[config.mk]
export PLATFORM = sky130hd
export DESIGN_NAME = uart_rx_core_flat
export DESIGN_NICKNAME = d
export VERILOG_FILES = /design/src/rtl/uart_pkg.sv /design/src/rtl/uart_rx_core_if.sv /design/src/rtl/uart_rx_sync.sv /design/src/rtl/uart_rx_core.sv /design/src/flat_wrapper.sv
export SDC_FILE = /design/constraint.sdc
export NUM_CORES = 1
export LEC_CHECK = 0
export CORE_ASPECT_RATIO = 1.5
export CORE_MARGIN = 2
export CORE_UTILIZATION = 51
export CTS_BUF_LIST = sky130_fd_sc_hd__clkbuf_4 sky130_fd_sc_hd__clkbuf_8 sky130_fd_sc_hd__clkbuf_16
export DETAILED_ROUTE_END_ITERATION = 10
export GPL_ROUTABILITY_DRIVEN = 1
export GPL_TIMING_DRIVEN = 0
export PLACE_DENSITY = 0.81
export SYNTH_ARGS = -nofsm -noshare
export SYNTH_HDL_FRONTEND = slang
export SYNTH_SLANG_ARGS = --single-unit
[constraint.sdc]
create_clock -name clk -period 3.1 [get_ports clk]
set_input_delay 0.93 -clock clk [delete_from_list [all_inputs] [get_ports clk]]
set_output_delay 0.93 -clock clk [all_outputs]
set_load 0.05 [all_outputs]
[src/rtl/uart_pkg.sv]
// uart_pkg: shared types and constants for the UART receive path.
// Holds the receiver FSM states, default widths and minimum bit period.
package uart_pkg;

  localparam int UART_DW       = 8;
  localparam int UART_CW       = 16;
  localparam int UART_COMP_MIN = 4;

  typedef enum logic [2:0] {
    S_IDLE,
    S_START,
    S_DATA,
    S_PARITY,
    S_STOP
  } rx_state_e;

endpackage

[src/rtl/uart_rx_core_if.sv]
// uart_rx_core_if: received-byte valid/ready handshake.
// master drives rx_data/rx_valid and samples rx_ready; slave is the consumer.
interface uart_rx_core_if
  import uart_pkg::*;
#(
  parameter int DW = UART_DW
);

  logic [DW-1:0] rx_data;
  logic          rx_valid;
  logic          rx_ready;

  modport master (
    output rx_data,
    output rx_valid,
    input  rx_ready
  );

  modport slave (
    input  rx_data,
    input  rx_valid,
    output rx_ready
  );

endinterface

[src/rtl/uart_rx_sync.sv]
// uart_rx_sync: STAGES-deep metastability chain, flops reset to 1 (idle line).
// Ports: clk, rst (sync, active-high), d (async in), q (synchronized out).
module uart_rx_sync #(
  parameter int STAGES = 2
) (
  input  logic clk,
  input  logic rst,
  input  logic d,
  output logic q
);

  logic [STAGES-1:0] sync_q;
  logic [STAGES-1:0] sync_d;

  always_comb begin
    sync_d = {sync_q[STAGES-2:0], d};
  end

  always_ff @(posedge clk) begin
    if (rst) begin
      sync_q <= '1;
    end else begin
      sync_q <= sync_d;
    end
  end

  assign q = sync_q[STAGES-1];

endmodule

[src/rtl/uart_rx_core.sv]
// uart_rx_core: UART receiver, 8-bit frames LSB-first, 1 stop, comp-cycle bits.
// Ports: clk, rst, en, comp, uart_rx, rx_bus (byte handshake), frame_err,
// overrun, err_clr, irq. Macro UART_RX_PARITY_EN adds par_en, par_odd,
// parity_err and the PARITY state.
module uart_rx_core
  import uart_pkg::*;
#(
  parameter int DW          = UART_DW,
  parameter int CW          = UART_CW,
  parameter int SYNC_STAGES = 2
) (
  input  logic          clk,
  input  logic          rst,
  input  logic          en,
  input  logic [CW-1:0] comp,
  input  logic          uart_rx,
`ifdef UART_RX_PARITY_EN
  input  logic          par_en,
  input  logic          par_odd,
  output logic          parity_err,
`endif
  uart_rx_core_if.master rx_bus,
  output logic          frame_err,
  output logic          overrun,
  input  logic          err_clr,
  output logic          irq
);

  localparam int BW = (DW > 1) ? $clog2(DW) : 1;

  logic rx_s;

  uart_rx_sync #(
    .STAGES (SYNC_STAGES)
  ) u_sync (
    .clk (clk),
    .rst (rst),
    .d   (uart_rx),
    .q   (rx_s)
  );

  rx_state_e     state_q, state_d;
  logic [CW-1:0] cnt_q, cnt_d;
  logic [BW-1:0] bit_idx_q, bit_idx_d;
  logic [DW-1:0] shift_q, shift_d;
  logic [DW-1:0] rx_data_q, rx_data_d;
  logic          rx_valid_q, rx_valid_d;
  logic          frame_err_q, frame_err_d;
  logic          overrun_q, overrun_d;
  logic          irq_q, irq_d;

  logic [CW-1:0] half_m1;
  logic [CW-1:0] full_m1;
  logic          at_half;
  logic          at_full;
  logic          last_bit;
  logic          par_go;
  logic          data_hit;
  logic          stop_hit;
  logic          deliver_ok;
  logic          err_src;

  assign half_m1  = (comp >> 1) - CW'(1);
  assign full_m1  = comp - CW'(1);
  assign at_half  = (cnt_q == half_m1);
  assign at_full  = (cnt_q == full_m1);
  assign last_bit = (bit_idx_q == BW'(DW-1));
  assign data_hit = en && (state_q == S_DATA) && at_full;
  assign stop_hit = en && (state_q == S_STOP) && at_full;

  // A full holding register only accepts a new byte if it drains this cycle.
  assign deliver_ok = stop_hit && (!rx_valid_q || rx_bus.rx_ready);

`ifdef UART_RX_PARITY_EN
  logic par_bit_q, par_bit_d;
  logic par_used_q, par_used_d;
  logic parity_err_q, parity_err_d;
  logic par_bad;

  assign par_go  = par_en;
  assign par_bad = par_used_q && (par_bit_q != ((^shift_q) ^ par_odd));
  assign err_src = frame_err_q | overrun_q | parity_err_q;

  always_comb begin
    par_bit_d    = par_bit_q;
    par_used_d   = par_used_q;
    parity_err_d = err_clr ? 1'b0 : parity_err_q;
    if (state_q == S_START) begin
      par_used_d = 1'b0;
    end
    if (en && (state_q == S_PARITY) && at_full) begin
      par_bit_d  = rx_s;
      par_used_d = 1'b1;
    end
    if (stop_hit && par_bad) begin
      parity_err_d = 1'b1;
    end
  end

  always_ff @(posedge clk) begin
    if (rst) begin
      par_bit_q    <= 1'b0;
      par_used_q   <= 1'b0;
      parity_err_q <= 1'b0;
    end else begin
      par_bit_q    <= par_bit_d;
      par_used_q   <= par_used_d;
      parity_err_q <= parity_err_d;
    end
  end

  assign parity_err = parity_err_q;
`else
  assign par_go  = 1'b0;
  assign err_src = frame_err_q | overrun_q;
`endif

  always_ff @(posedge clk) begin
    if (rst) begin
      state_q <= S_IDLE;
    end else begin
      state_q <= state_d;
    end
  end

  always_comb begin
    state_d = state_q;
    if (!en) begin
      state_d = S_IDLE;
    end else begin
      unique case (state_q)
        S_IDLE:   if (!rx_s) state_d = S_START;
        S_START:  if (at_half) state_d = rx_s ? S_IDLE : S_DATA;
        S_DATA:   if (at_full && last_bit) begin
                    state_d = par_go ? S_PARITY : S_STOP;
                  end
        S_PARITY: if (at_full) state_d = S_STOP;
        S_STOP:   if (at_full) state_d = S_IDLE;
        default:  state_d = S_IDLE;
      endcase
    end
  end

  always_comb begin
    cnt_d       = cnt_q + CW'(1);
    bit_idx_d   = bit_idx_q;
    shift_d     = shift_q;
    rx_data_d   = rx_data_q;
    rx_valid_d  = rx_valid_q;
    frame_err_d = err_clr ? 1'b0 : frame_err_q;
    overrun_d   = err_clr ? 1'b0 : overrun_q;
    irq_d       = rx_valid_q | err_src;

    if (state_d != state_q || state_q == S_IDLE || at_full) begin
      cnt_d = '0;
    end
    if (state_q == S_START) begin
      bit_idx_d = '0;
    end
    // Line order is LSB-first, so each bit enters at the MSB.
    if (data_hit) begin
      shift_d   = {rx_s, shift_q[DW-1:1]};
      bit_idx_d = bit_idx_q + BW'(1);
    end
    if (rx_valid_q && rx_bus.rx_ready) begin
      rx_valid_d = 1'b0;
    end
    if (deliver_ok) begin
      rx_data_d  = shift_q;
      rx_valid_d = 1'b1;
    end
    if (stop_hit && !deliver_ok) begin
      overrun_d = 1'b1;
    end
    if (stop_hit && !rx_s) begin
      frame_err_d = 1'b1;
    end
  end

  always_ff @(posedge clk) begin
    if (rst) begin
      cnt_q       <= '0;
      bit_idx_q   <= '0;
      shift_q     <= '0;
      rx_data_q   <= '0;
      rx_valid_q  <= 1'b0;
      frame_err_q <= 1'b0;
      overrun_q   <= 1'b0;
      irq_q       <= 1'b0;
    end else begin
      cnt_q       <= cnt_d;
      bit_idx_q   <= bit_idx_d;
      shift_q     <= shift_d;
      rx_data_q   <= rx_data_d;
      rx_valid_q  <= rx_valid_d;
      frame_err_q <= frame_err_d;
      overrun_q   <= overrun_d;
      irq_q       <= irq_d;
    end
  end

  assign rx_bus.rx_data  = rx_data_q;
  assign rx_bus.rx_valid = rx_valid_q;
  assign frame_err       = frame_err_q;
  assign overrun         = overrun_q;
  assign irq             = irq_q;

endmodule

[src/flat_wrapper.sv]
// flat-port wrapper written by rule: the top's interface ports become plain ports
module uart_rx_core_flat import uart_pkg::*;
#(
  parameter int DW          = UART_DW,
  parameter int CW          = UART_CW,
  parameter int SYNC_STAGES = 2
)
  (clk, rst, en, comp, uart_rx, frame_err, overrun, err_clr, irq, rx_bus_rx_data, rx_bus_rx_valid, rx_bus_rx_ready);
  uart_rx_core_if #(.DW(DW)) rx_bus_i ();
  input  logic clk;
  input  logic rst;
  input  logic en;
  input  logic [CW-1:0] comp;
  input  logic uart_rx;
  output logic frame_err;
  output logic overrun;
  input  logic err_clr;
  output logic irq;
  output wire logic [$bits(rx_bus_i.rx_data)-1:0] rx_bus_rx_data;
  output wire logic [$bits(rx_bus_i.rx_valid)-1:0] rx_bus_rx_valid;
  input wire logic [$bits(rx_bus_i.rx_ready)-1:0] rx_bus_rx_ready;
  assign rx_bus_rx_data = rx_bus_i.rx_data;
  assign rx_bus_rx_valid = rx_bus_i.rx_valid;
  assign rx_bus_i.rx_ready = rx_bus_rx_ready;
  uart_rx_core #(.DW(DW), .CW(CW), .SYNC_STAGES(SYNC_STAGES)) u_core (.clk(clk), .rst(rst), .en(en), .comp(comp), .uart_rx(uart_rx), .rx_bus(rx_bus_i), .frame_err(frame_err), .overrun(overrun), .err_clr(err_clr), .irq(irq));
endmodule
# --- Word level (Yosys, flattened, before mapping) ---
# Cells that the tools add are included.
word_totals:
  elab_cells: 60
  reg_bits: 44
  input_bits: 22
classes:
  n_eq_ne: 8
  muxes: 15
  n_reduce_logical: 21
  add_sub_neg: 4
  bitwise: 2
ops:
  columns: ["operator", "count"]
  rows:
  - ["$eq A16 B16 Y1", 2]
  - ["$mux W3", 8]
  - ["$add A16 B1 Y16 const B", 1]
  - ["$sub A15 B1 Y16 const B", 1]
  - ["$sub A16 B1 Y16 const B", 1]
  - ["$pmux W3 S5", 1]
  - ["$logic_and A1 B1 Y1", 9]
  - ["$reduce_bool A2 Y1", 4]
  - ["$eq A3 B2 Y1 const B", 2]
  - ["$eq A3 B3 Y1 const B", 2]
  - ["$mux W1", 5]
  - ["$add A3 B1 Y3 const B", 1]
  - ["$eq A3 B1 Y1 const B", 1]
  - ["$logic_not A1 Y1", 3]
  - ["$logic_not A3 Y1", 1]
  - ["$logic_or A1 B1 Y1", 3]
  - ["$ne A3 B3 Y1", 1]
  - ["$mux W2", 1]
  - ["$or A1 B1 Y1", 2]
  - ["$reduce_or A2 Y1", 1]

# --- Longest topological paths before layout ---
# Gate-level depths: netlist (run 1).
depth:
  word_depth: 10
  depth_mapped: 11
  depth_no_buf: 10

# --- Hierarchy ---
# From an unflattened synthesis (run 1), not the netlist that was laid out.
unflattened:
  hier_cells: 360
  area_unflattened_um2: 3014.1
modules_own_cells:
  columns: ["mod", "n_inst", "area_each_um2", "cells_each", "seq_area_each_um2"]
  rows:
  - ["uart_rx_core", 1, 2961.6, 356, 840.8]
  - ["uart_rx_sync", 1, 52.6, 4, 40.0]

# --- Least setup slack after synthesis (run 1) ---
# No wires, ideal clock.
synth_timing:
  path_type: "input port to flip-flop"
  startpoint: "input comp[6]"
  endpoint: "register u_core.cnt_q[13]"
  path_stages: 11
  slack_ns: -0.071
  arrival_time_ns: 3.040
  path_buffers: 3
  required_time_ns: 2.968
  setup_ns: 0.132
  path_cell_list: "buf_2 -> nor3_2 -> and2_1 -> buf_2 -> nand4b_2 -> xnor2_1 -> a2111oi_2 -> a41oi_2 -> a211oi_4 -> buf_6 -> nor4_1"
synth_via:
  elab_chain_len: 10
  elab_cells_between_ends: 15
  cone_classes: "add/sub (2); eq/ne (3); mux (6); reduce/logical (4)"
synth_rtl:
  columns: ["item", "line", "source"]
  rows:
  - ["from (decl)", "flat_wrapper.sv:13", "input logic [CW-1:0] comp;"]
  - ["$sub A16 B1 Y16", "uart_rx_core.sv:64", "assign full_m1 = comp - CW'(1);"]
  - ["$eq A16 B16 Y1", "uart_rx_core.sv:66", "assign at_full = (cnt_q == full_m1);"]
  - ["$logic_and A1 B1 Y1", "uart_rx_core.sv:134", "S_DATA: if (at_full && last_bit) begin"]
  - ["$mux W3", "uart_rx_core.sv:134", null]
  - ["$pmux W3 S5", "uart_rx_core.sv:131", "unique case (state_q)"]
  - ["$mux W3", "uart_rx_core.sv:128", "if (!en) begin"]
  - ["$ne A3 B3 Y1", "uart_rx_core.sv:154", "if (state_d != state_q || state_q == S_IDLE || at_full) begin"]
  - ["$logic_or A1 B1 Y1", "uart_rx_core.sv:154", null]
  - ["$logic_or A1 B1 Y1 *", "uart_rx_core.sv:154", null]
  - ["$reduce_or A2 Y1 (no source line) *", null, null]
  - ["to (signal assigned)", "uart_rx_core.sv:191", "cnt_q <= cnt_d;"]
  - ["to (decl)", "uart_rx_core.sv:43", "logic [CW-1:0] cnt_q, cnt_d;"]
# Every way passes the cells marked *; elsewhere a longest branch is shown, timed or not.
# A chain may end at the register's enable or synchronous reset.

# --- Final worst setup path (run 1) ---
layout_timing:
  startpoint: "input comp[2]"
  endpoint: "register u_core.cnt_q[4]"
# Same word-level chain as after synthesis.

==> summary.md, run 1 <==
| Metric | Value |
|---|---|
| HP Class | flop to flop |
| Total negative setup slack | 0 ns |
| Vias post-DR | between 2,000 and 3,000 |
| GPL Wtd Cong | between 0.7 and 0.8 |
| Seq. cell area | 881 sq um |
| Sequential area share after synthesis | 29.1% |
| Placed Cells | 450 |
| Commonest cells after routing, fill and taps aside | dfxtp_1, xnor2_1, buf_4, nand2b_1, xor2_1 |
| Full die area | 6570 sq um |
| Row cnt | 34 |
| RSZ-0062 raised after global routing | yes |
| First drt pass iteration count | 4 |
| Die width | ~67 um |
| Vias per cell | 5.73 |
| CP Buf/Inv Count | 3 |
| Critical path type | input pin to flop |
| Maxcap violations | 0 |
| Post-Syn Instances | 354 |
| Worst rel slew slack | a little under 60% |
| Commonest non-fill, non-tap cell in the layout | dfxtp_1 |
| Syn Nets | about 380 |
| CTS Hold Bufs | 0 |
| Nets | around 430 |
| Pleak | 1.45 nW |
| First-pass GRT wire length | 12,000 um |
| Initial Utilization | 52.3% |
| Vias in the first global route | 2,743 |
| Die Y | 98.3 um |
| Setup-failing EPs final | 0 |
| Pins Over Slew Limit | 0 |
| Yosys reg bits | 44 |
| Power density cells | approximately 320 nW/um^2 |
| Clock transition at path regs | 0.08 ns |
| Maximum vdd drop | 405 uV |
| Share of cells above drive strength 1 | 20.3% |
| CP top delay family | compound AO/OA/AOI/OAI gates |
| Layout Skew | 0.00787 ns |
| Max Freq | 326 MHz |
| Dpl hpwl | a little over 5000 um |
| Filler Cell Count | just under 500 |
| Required time worst endpoint | 3.27 ns |
| Clock root buffer | clkbuf_8 |
| Drc violations | 0 |
| First DRT Iteration DRCs | 128 |
| Critical path peak fanout | 5 |
| Netlist Area Pre-Place | 3020 sq um |
| Ys Warns | 0 |
| Worst Setup Start Kind | input pin |
| Initial antenna violation count | 0 |
| CP peak stage delay | around 0.56 ns |
| Total CTS buffers | 5 |
| EDFF count, synth | 0 |
| Final Critical Period | between 3 and 4 ns |
| Main synth FF type | dfxtp_1 |
| Worst-Margin Slew | 0.628 ns |
| Multi-input gate area | 2060 sq um |
| Fin cells | 480 |
| Clock tree buffer depth | 2 |
| Avg WL per Cell | roughly 16 um |
| Overall routed net length | 7580 um |
| Total gr overflow | 0 |
| Final Util | 66.2% |
| Top Ports | 34 |
| Clock sinks | 44 |
| Antenna Violating Nets Remaining | 0 |
| Core Box Area | 5790 sq um |
| Outcome | finished clean |
| Slowest CP cell | or4_4 |
| Hold Vio Cnt, Final | 0 |
| CP endpoint kind | flop |
| GR Util All Layers | about a quarter |
| Synth async-reset ratio | 0% |
| CP cell instances | buf_12 > clkinv_8 > ha_4 > xnor2_1 > or4_4 > a2111oi_4 > a41oi_2 > a211oi_4 > buf_6 > nor4_1 |
| CTS tree | yes |
| Netlist cell types | 54 |
| Syn_area_per_cell | 8.54 sq um |
| H-tree depth | 2 |
| Inserted Diodes | 0 |
| Largest net degree at the start of global routing | 14 |
| Port bufs | 24 |
| Layout area overhead | 26.6% |
| Tcrit/Tclk final | 98.9% |
| Clock Latency Late Sink | 0.30 ns |
| Crit path DAT | 3.24 ns |
==> where the power goes <==
| group | switching, mW | internal (mW) | leakage, nW | total (mW) |
|---|---|---|---|---|
| sequential | 0.00116 | 0.566 | 0.355 | 0.567 |
| clock | 0.189 | 0.284 | 0.0645 | 0.473 |
| combinational | 0.0931 | 0.0809 | 1.03 | 0.174 |
==> state kept, by name (all words and copies together), names as in the netlist <==
| name | count |
|---|---|
| u_core.irq | 1 |
| u_core.rx_bus.rx_data | 8 |
| u_core.bit_idx_q | 3 |
| u_core.overrun | 1 |
| u_core.shift_q | 8 |
| u_core.rx_bus.rx_valid | 1 |
| u_core.frame_err | 1 |
| u_core.cnt_q | 16 |
| u_core.state_q | 3 |
| u_core.u_sync.sync_q | 2 |
==> final timing paths <==
path,startpoint,end,slack [ns],cells after the start
worst max-delay path,comp[2],u_core.cnt_q[4],0.03,10
worst min-delay path,u_core.u_sync.sync_q[0],u_core.u_sync.sync_q[1],0.41,1
worst min register to register,u_core.u_sync.sync_q[0],u_core.u_sync.sync_q[1],0.41,1
worst max register to register,u_core.cnt_q[3],u_core.cnt_q[4],0.45,9
==> Yosys cell counts, types with 2 or more instances <==
master / n / share of area (%)
o21ai_0: 8 / 1.3
nand2_1: 19 / 2.4
ha_1: 5 / 2.1
xor2_1: 21 / 6.1
and2_1: 4 / 0.83
o21a_1: 2 / 0.50
or2_2: 5 / 1.0
buf_6: 5 / 1.9
and3_1: 3 / 0.62
nand4_1: 10 / 2.1
nor3_2: 3 / 0.99
nor4b_4: 2 / 1.6
o211ai_1: 2 / 0.50
nor2b_1: 6 / 1.2
mux2i_1: 19 / 6.3
nand2b_1: 22 / 4.6
a21boi_0: 2 / 0.50
xnor2_1: 31 / 9.0
buf_1: 2 / 0.25
buf_4: 3 / 0.74
inv_1: 9 / 1.1
nor4_1: 19 / 3.9
a211oi_1: 2 / 0.50
o311a_1: 2 / 0.66
nor3_1: 11 / 1.8
dfxtp_1: 44 / 29
buf_2: 7 / 1.2
nor2_1: 20 / 2.5
clkbuf_1: 14 / 1.7
clkbuf_2: 2 / 0.33
nand3_1: 18 / 3.0
nand3b_1: 3 / 0.74
a21oi_1: 7 / 1.2
a31oi_1: 2 / 0.41
==> what timing repair did <==
| item | in CTS | in global routing |
|---|---|---|
| setup endpoints to repair | 41 | 40 |
| buffers inserted | 16 | 6 |
| cloned | 1 | 0 |
| pin swaps | 21 | 14 |
| resized for setup | 38 | 25 |
==> through the flow <==
stage	area, sq um	power (mW)	hold WS, ns	worst slack, ns
2_1_floorplan	3060	0.682	0.389	0.0166
5_1_grt	3830	1.26	0.407	-0.0627
3_3_place_gp	3390	0.721	0.396	-0.949
3_5_place_dp	3390	0.724	0.399	-1.01
6_report	3830	1.21	0.406	0.0331
4_1_cts	3720	1.21	0.403	0.0166
==> worst register-to-register path, stage by stage, from the launching register on <==
cell	delay, ns
dfxtp_1	0.31
buf_6	0.13
xnor2_1	0.20
xnor2_1	0.11
or4_4	0.50
a2111oi_4	0.43
a41oi_2	0.23
a211oi_4	0.38
buf_6	0.17
nor4_1	0.05
==> layer usage <==
layer	track usage [%]	up-vias	share of wire (%)
met5	0	-	0
met4	14.0	0	4.0
met3	2.65	20	3.3
met2	43.3	78	54
met1	24.1	1304	38
li1	-	1346	-
==> logic make-up after synthesis <==
group	after synthesis	synth area share [%]
multiplexers	19	6.29
adder cells (fa/ha/maj)	5	2.07
XOR/XNOR	52	15.1
AO/OA/AOI/OAI	39	9.93
AND/OR/NAND/NOR	153	30.3
flip-flops	44	29.1
buffers and inverters	42	7.20
==> layout make-up <==
class,count,share of cell area (%)
Inverter,9,1.27
Clock buffer,7,2.52
Buffer,32,5.43
Tap cell,72,2.35
Multi-Input combinational cell,268,53.7
Timing Repair Buffer,47,10.9
Sequential cell,44,23.0
Clock inverter,1,0.785
Note: power is estimated with default switching activity, not from simulation.
==> run 2, diff against run 1 <==
--- a/config.mk
+++ b/config.mk
@@ -13,6 +13,7 @@
 export GPL_ROUTABILITY_DRIVEN = 1
 export GPL_TIMING_DRIVEN = 0
 export PLACE_DENSITY = 0.81
+export SLEW_MARGIN = 20
 export SYNTH_ARGS = -nofsm -noshare
 export SYNTH_HDL_FRONTEND = slang
 export SYNTH_SLANG_ARGS = --single-unit
==> results of run 2 <==
The final DEF is identical to that of run 1; final timing and power are the same.
